<file path="src/rtl/exe_mem_skid_reg.sv">
// EXE->MEM pipeline register with a valid/ready handshake and a one-entry skid
// buffer so in_ready never depends combinationally on out_ready. It also has a
// synchronous flush and a forwarding tap taken from the main entry.
module exe_mem_skid_reg #(
    parameter int unsigned DATA_W = 8,
    parameter int unsigned DEST_W = 2
) (
    input  logic              clk,
    input  logic              rst,
    input  logic              flush,
    input  logic              in_valid,
    output logic              in_ready,
    input  logic              wb_en_in,
    input  logic              mem_r_en_in,
    input  logic              mem_w_en_in,
    input  logic [DATA_W-1:0] val_ra_in,
    input  logic [DATA_W-1:0] alu_res_in,
    input  logic [DEST_W-1:0] dest_in,
    output logic              out_valid,
    input  logic              out_ready,
    output logic              wb_en,
    output logic              mem_r_en,
    output logic              mem_w_en,
    output logic [DATA_W-1:0] val_ra,
    output logic [DATA_W-1:0] alu_res,
    output logic [DEST_W-1:0] dest,
    output logic [1:0]        occ,
    output logic              fwd_valid,
    output logic [DEST_W-1:0] fwd_dest,
    output logic [DATA_W-1:0] fwd_data
);

    localparam int unsigned PW = 3 + 2 * DATA_W + DEST_W;

    typedef enum logic [1:0] {
        EMPTY = 2'd0,
        ONE   = 2'd1,
        FULL  = 2'd2
    } state_t;

    state_t          state, state_next;
    logic [PW-1:0]   main_p, skid_p, in_p;
    logic            accept, drain;
    logic            load_main_skid, load_main_in, load_skid;

    assign in_p   = {wb_en_in, mem_r_en_in, mem_w_en_in, val_ra_in, alu_res_in, dest_in};
    assign accept = in_valid & in_ready;
    assign drain  = out_valid & out_ready;

    // Next-state and entry-load decisions; flush outranks every transfer.
    always_comb begin
        state_next     = state;
        load_main_skid = 1'b0;
        load_main_in   = 1'b0;
        load_skid      = 1'b0;
        if (flush) begin
            state_next = EMPTY;
        end else if (state == EMPTY || drain) begin
            if (state == FULL) begin
                load_main_skid = 1'b1;
                state_next     = ONE;
            end else if (accept) begin
                load_main_in = 1'b1;
                state_next   = ONE;
            end else begin
                state_next = EMPTY;
            end
        end else if (accept) begin
            load_skid  = 1'b1;
            state_next = FULL;
        end
    end

    // State register with registered handshake flags and occupancy.
    always_ff @(posedge clk or posedge rst) begin
        if (rst) begin
            state     <= EMPTY;
            out_valid <= 1'b0;
            in_ready  <= 1'b1;
            occ       <= 2'd0;
        end else begin
            state     <= state_next;
            out_valid <= (state_next != EMPTY);
            in_ready  <= (state_next != FULL);
            case (state_next)
                EMPTY:   occ <= 2'd0;
                ONE:     occ <= 2'd1;
                FULL:    occ <= 2'd2;
                default: occ <= 2'd0;
            endcase
        end
    end

    // Payload storage for the main (output-facing) and skid entries.
    always_ff @(posedge clk or posedge rst) begin
        if (rst) begin
            main_p <= '0;
            skid_p <= '0;
        end else begin
            if (load_main_skid) begin
                main_p <= skid_p;
            end else if (load_main_in) begin
                main_p <= in_p;
            end
            if (load_skid) begin
                skid_p <= in_p;
            end
        end
    end

    // Enables are gated by out_valid so bubbles never carry live controls.
    assign wb_en    = main_p[PW-1] & out_valid;
    assign mem_r_en = main_p[PW-2] & out_valid;
    assign mem_w_en = main_p[PW-3] & out_valid;
    assign val_ra   = main_p[2*DATA_W+DEST_W-1 -: DATA_W];
    assign alu_res  = main_p[DATA_W+DEST_W-1 -: DATA_W];
    assign dest     = main_p[DEST_W-1:0];

    assign fwd_valid = out_valid & wb_en & ~mem_r_en;
    assign fwd_dest  = dest;
    assign fwd_data  = alu_res;

endmodule

</file>
<file path="config.mk">
export PLATFORM = sky130hd
export DESIGN_NAME = exe_mem_skid_reg
export DESIGN_NICKNAME = d
export VERILOG_FILES = /design/src/rtl/exe_mem_skid_reg.sv
export SDC_FILE = /design/constraint.sdc
export NUM_CORES = 1
export LEC_CHECK = 0
export CORE_ASPECT_RATIO = 1.75
export CORE_MARGIN = 8
export CORE_UTILIZATION = 53
export CTS_BUF_LIST = sky130_fd_sc_hd__clkbuf_4 sky130_fd_sc_hd__clkbuf_8 sky130_fd_sc_hd__clkbuf_16
export DETAILED_ROUTE_END_ITERATION = 12
export HOLD_SLACK_MARGIN = 0.1
export PLACE_DENSITY_LB_ADDON = 0.05
export RECOVER_POWER = 100
export REMOVE_ABC_BUFFERS = 1
export SLEW_MARGIN = 10
export SYNTH_ARGS = -nofsm -noshare
export SYNTH_HDL_FRONTEND = slang
export SYNTH_SLANG_ARGS = --single-unit
export TNS_END_PERCENT = 50
</file>
<file path="constraint.sdc">
create_clock -name clk -period 4.6 [get_ports clk]
set_input_delay 0.92 -clock clk [delete_from_list [all_inputs] [get_ports clk]]
set_output_delay 0.92 -clock clk [all_outputs]
set_load 0.02 [all_outputs]
</file>
# After elaboration in Yosys (flattened, before gate mapping)
# Cells that the tools add are included.
[totals]
word_cells = 39
out_inout_bits = 36
reg_bits = 48
inputBits = 26
[op_classes]
n_eq_ne = 4
n_mux = 17
n_reduce_logical = 4
n_bitwise = 8
[op_table]
columns = ["cell", "n"]
rows = [
  ["$mux 21", 2],
  ["$mux 1", 11],
  ["$and 1x1->1", 7],
  ["$mux 2", 3],
  ["$eq 2x2->1 const B", 2],
  ["$pmux 2 s2", 1],
  ["$reduce_bool 2->1", 2],
  ["$eq 2x1->1 const B", 1],
  ["$logic_not 2->1", 1],
  ["$ne 2x2->1 const B", 1],
  ["$logic_or 1x1->1", 1],
  ["$not 1->1", 1],
]

# Logic depth before layout (Yosys ltp)
[logic_depth]
ltp_word = 7
mapped_depth = 5
mapped_depth_nobuf = 3

# Least setup slack after synthesis
# No wires, ideal clock.
[synth_path]
path_kind = "flip-flop to output port"
from = "register out_valid"
to = "output fwd_valid"
path_stages_with_launch = 3
required_time_ps = 3680
arrival_time_ps = 1202
n_path_buf = 0
setup_slack_ps = 2478
cell_sequence = "dfrtp_1 and2_1 nor2b_1"
[synth_between]
elab_chain_len = 3
elab_cells_between_ends = 5
cone_classes = "bitwise (5)"
[synth_lines]
columns = ["element", "line", "text"]
rows = [
  ["start, declared", "19", "output logic out_valid,"],
  ["start signal, assigned", "83", "out_valid <= (state_next != EMPTY);"],
  ["$and 1x1->1", "112", "assign wb_en = main_p[PW-1] & out_valid;"],
  ["named net wb_en", "21", "output logic wb_en,"],
  ["$and 1x1->1 (2 in a row)", "119", "assign fwd_valid = out_valid & wb_en & ~mem_r_en;"],
  ["end, declared", "28", "output logic fwd_valid,"],
]
# The timed path passes the listed nets, and every way through them passes these cells.

# Worst setup path in the final report
[layout_path]
from = "input out_ready"
to = "register main_p[8]"
[layout_between]
elab_chain_len = 5
elab_cells_between_ends = 8
cone_classes = "mux (5); bitwise (1); reduce/logical (2)"
[layout_lines]
columns = ["element", "line", "text"]
rows = [
  ["start, declared", "20", "input logic out_ready,"],
  ["$and 1x1->1 *", "48", "assign drain = out_valid & out_ready;"],
  ["$logic_or 1x1->1 *", "58", "end else if (state == EMPTY || drain) begin"],
  ["$mux 1", "58", ""],
  ["$mux 1", "56", "if (flush) begin"],
  ["$mux 21 or $reduce_bool 2->1 (tied branches)", "-", ""],
  ["end signal, assigned", "101", "main_p <= skid_p;"],
  ["end signal, assigned", "103", "main_p <= in_p;"],
  ["end, declared", "42", "logic [PW-1:0] main_p, skid_p, in_p;"],
]
# Mark *: on every way between the ends. The rest lies on a longest branch, timed or not.
# A chain may end at the register's enable or synchronous reset.

==> results.sh <==
export IMPL_drive_above_1_share_pct=6.250
export IMPL_start_kind="input pin"
export IMPL_fin_util_pct=62.90
export IMPL_drtIter0Drc=110
export IMPL_fillers=400
export IMPL_r2r_start="state[1]$_DFF_PP0_"
export IMPL_worstPathArrival_ns=3.54
export IMPL_path_max_fanout=23
export IMPL_overflow=0
export IMPL_rsz0062_at_grt="no"
export IMPL_max_cap_viol_count=2
export IMPL_clock_root_buffer="clkbuf_8"
export IMPL_nNetsFinal=281
export IMPL_rows=33
export IMPL_syn_area_per_cell_um2=10.78
export IMPL_syn_to_final_growth_pct=16.78
export IMPL_postCtsSetupRepairBufs=0
export IMPL_io_buffer_count=61
export IMPL_cts_buffers=5
export IMPL_track_usage_pct=17.24
export IMPL_clk_path_buf_depth=2
export IMPL_hold_start="skid_p[6]$_DFFE_PP0P_"
export IMPL_fmax_mhz=300.7
export IMPL_fin_skew_ns=0.005145
export IMPL_fin_crit_ns=3.326
export IMPL_worstHoldEndpoint="skid_p[6]$_DFFE_PP0P_"
export IMPL_tns_ns=0
export IMPL_multiInputGateArea_um2=880.8
export IMPL_cp_data_required_time_ns=4.82
export IMPL_cts_sinks=48
export IMPL_core_um2=4583
export IMPL_synth_area_leaders="dfrtp_1 (48%), mux2_4 (12%), buf_4 (8.8%)"
export IMPL_place_gp_congestion=0.7308
export IMPL_initial_core_util_pct=53.86
export IMPL_regArea_um2=1202
export IMPL_end_kind="register"
export IMPL_routed_via_count=1783
export IMPL_synth_seq_area_share_pct=48.71
export IMPL_htree_levels=2
export IMPL_post_route_drc_count=0
export IMPL_antennaDiodeCount=0
export IMPL_tritoncts="built"
export IMPL_setup_viol=0
export IMPL_finalMaxSlewViolations=73
export IMPL_ant_nets=0
export IMPL_pin_count=62
export IMPL_status="finished, violations left"
export IMPL_grt_pass1_vias=1845
export IMPL_power_leakage_nw=1.199
export IMPL_grt_max_degree=49
export IMPL_cts_clk_slew_worst_paths_ns=0.09
export IMPL_routed_via_density=5.789
export IMPL_die_x_um=67.59
export IMPL_power_density_nw_per_um2=480.1
export IMPL_synth_top_cell_by_area="dfrtp_1"
export IMPL_fp_dieH_um=106.3
export IMPL_worstRegToRegCells=3
export IMPL_holdPathStages=1
export IMPL_wl_per_cell_um=18.88
export IMPL_drt_total_wl_um=5814
export IMPL_r2r_end="main_p[8]$_DFFE_PP0P_"
export IMPL_finalHoldViolations=0
export IMPL_ctsResizeCount=0
export IMPL_clock_latency_ns=0.30
export IMPL_dr_pass1_iters=4
export IMPL_ys_warn_count=0
export IMPL_netlist_cell_type_count=31
export IMPL_grt_pass1_wl_um=9632
export IMPL_r2r_slack_ns=1.98
export IMPL_synth_seq_cells=48
export IMPL_holdBufCountCts=0
export IMPL_die_area_um2=7184
export IMPL_netlist_area_leader_share_pct=47.64
export IMPL_ir_drop_uv=305.8
export IMPL_hold_path_class="register to register"
export IMPL_slew_headroom_pct=-27.04
export IMPL_antenna_found_initial=0
export IMPL_hpwlAfterDp_um=3692
export IMPL_synthCells=229
export IMPL_crit_type="input pin to register"
export IMPL_netlist_area_um2=2469
export IMPL_final_period_utilization_pct=72.30
export IMPL_violations="max-capacitance violations, max-slew violations"
export IMPL_tightest_slew_ns=1.898
## cells in the mapped netlist
cell type,n
dfstp_2,1
nand3b_1,1
nand3_1,22
buf_6,2
inv_1,2
and2_1,5
and3b_1,2
a31oi_1,22
or3_1,1
dfrtp_1,47
o21ai_1,7
nor2_4,1
buf_1,2
mux2_4,20
a2bb2oi_2,1
nand2b_1,1
and2b_1,1
a21oi_1,3
buf_4,29
mux2_2,1
nand4b_1,1
o211ai_1,1
o2bb2ai_2,1
o21ai_0,14
nor2_1,1
clkbuf_1,7
nand2_1,1
buf_2,5
o31ai_1,1
nor2b_1,1
nor3_1,25
## sequential cells by signal, indices dropped and copies added, names as in the netlist
register / cells
in_ready: 1
main_p: 21
occ: 2
out_valid: 1
skid_p: 21
state: 2
## power by group
part	internal (mW)	total, mW	leakage, nW	switching [mW]
Clock	0.135	0.276	0.0523	0.141
Combinational	0.219	0.466	0.560	0.247
Sequential	0.562	0.642	0.587	0.0803
## cell type report
type | count | area share (%)
tap | 52 | 2.257
clock buffer | 8 | 3.385
multi-input combinational | 134 | 30.56
sequential | 48 | 41.71
inverter | 2 | 0.2604
timing repair buffer | 64 | 21.83
## worst max-delay path: stages
cell and delay (ns):
dlygate4sd3_1 0.60, a2bb2oi_1 1.46, o21ai_0 0.31, a31oi_1 0.24
## metal layers
metal,up-vias,wire length (um),share of wire [%],global-route usage [%]
met4,0,74,1.3,6.316
met1,874,2501,43,22.34
li1,846,-,-,-
met2,57,2888,50,27.30
met5,-,0,0,0
met3,6,350,6.0,3.474
## worst max-delay path by stage
| stage | from | depth (start not counted) | slack, ns | endpoint |
|---|---|---|---|---|
| 2_1_floorplan | flush | 3 | 2.04 | skid_p[20]$_DFFE_PP0P_ |
| 3_3_place_gp | flush | 4 | 1.40 | skid_p[20]$_DFFE_PP0P_ |
| 3_5_place_dp | flush | 4 | 1.35 | skid_p[20]$_DFFE_PP0P_ |
| 4_1_cts | flush | 4 | 1.67 | skid_p[20]$_DFFE_PP0P_ |
| 5_1_grt | out_ready | 4 | 1.04 | main_p[13]$_DFFE_PP0P_ |
| 6_report | out_ready | 4 | 1.27 | main_p[8]$_DFFE_PP0P_ |
## layout by cell type, fill, tap and decap left out
master and instances:
nand2_1 1, o21ai_0 21, clkbuf_4 2, nor3_1 25, or3_1 1, nor2_2 1
a21oi_1 3, mux2_4 2, clkbuf_1 1, nand3b_1 1, a2bb2oi_1 1, dfstp_2 1
and3b_1 2, o211ai_1 1, clkbuf_8 6, nand4b_1 1, mux2_1 18, clkdlybuf4s50_1 22
inv_1 2, nor2b_1 1, dfrtp_1 47, o2bb2ai_2 1, nand3_1 22, nor2_1 1
and2b_1 1, mux2_2 1, dlygate4sd3_1 39, nand2b_1 1, a31oi_1 22, buf_4 2
and2_1 5, o31ai_1 1
## through the flow
step	cell area (um^2)	setup slack, ns	power [mW]	hold WS, ns	instances
after floorplan	2170	2.037	0.9612	0.4820	184
after global placement	2868	1.400	1.206	0.4923	300
after detailed placement	2868	1.350	1.216	0.4951	300
after CTS	2965	1.675	1.492	0.5170	308
after global routing	2883	1.038	1.464	0.5100	308
final	2883	1.274	1.384	0.4944	308
## kinds of logic after synthesis
kind of cell	Yosys count	share of synthesized area, %
AND/OR/NAND/NOR	63	13.99
AO/OA/AOI/OAI	50	12.27
buffers and inverters	47	12.42
multiplexers	21	12.62
flip-flops	48	48.71
Note: power is estimated with default switching activity, not from simulation.
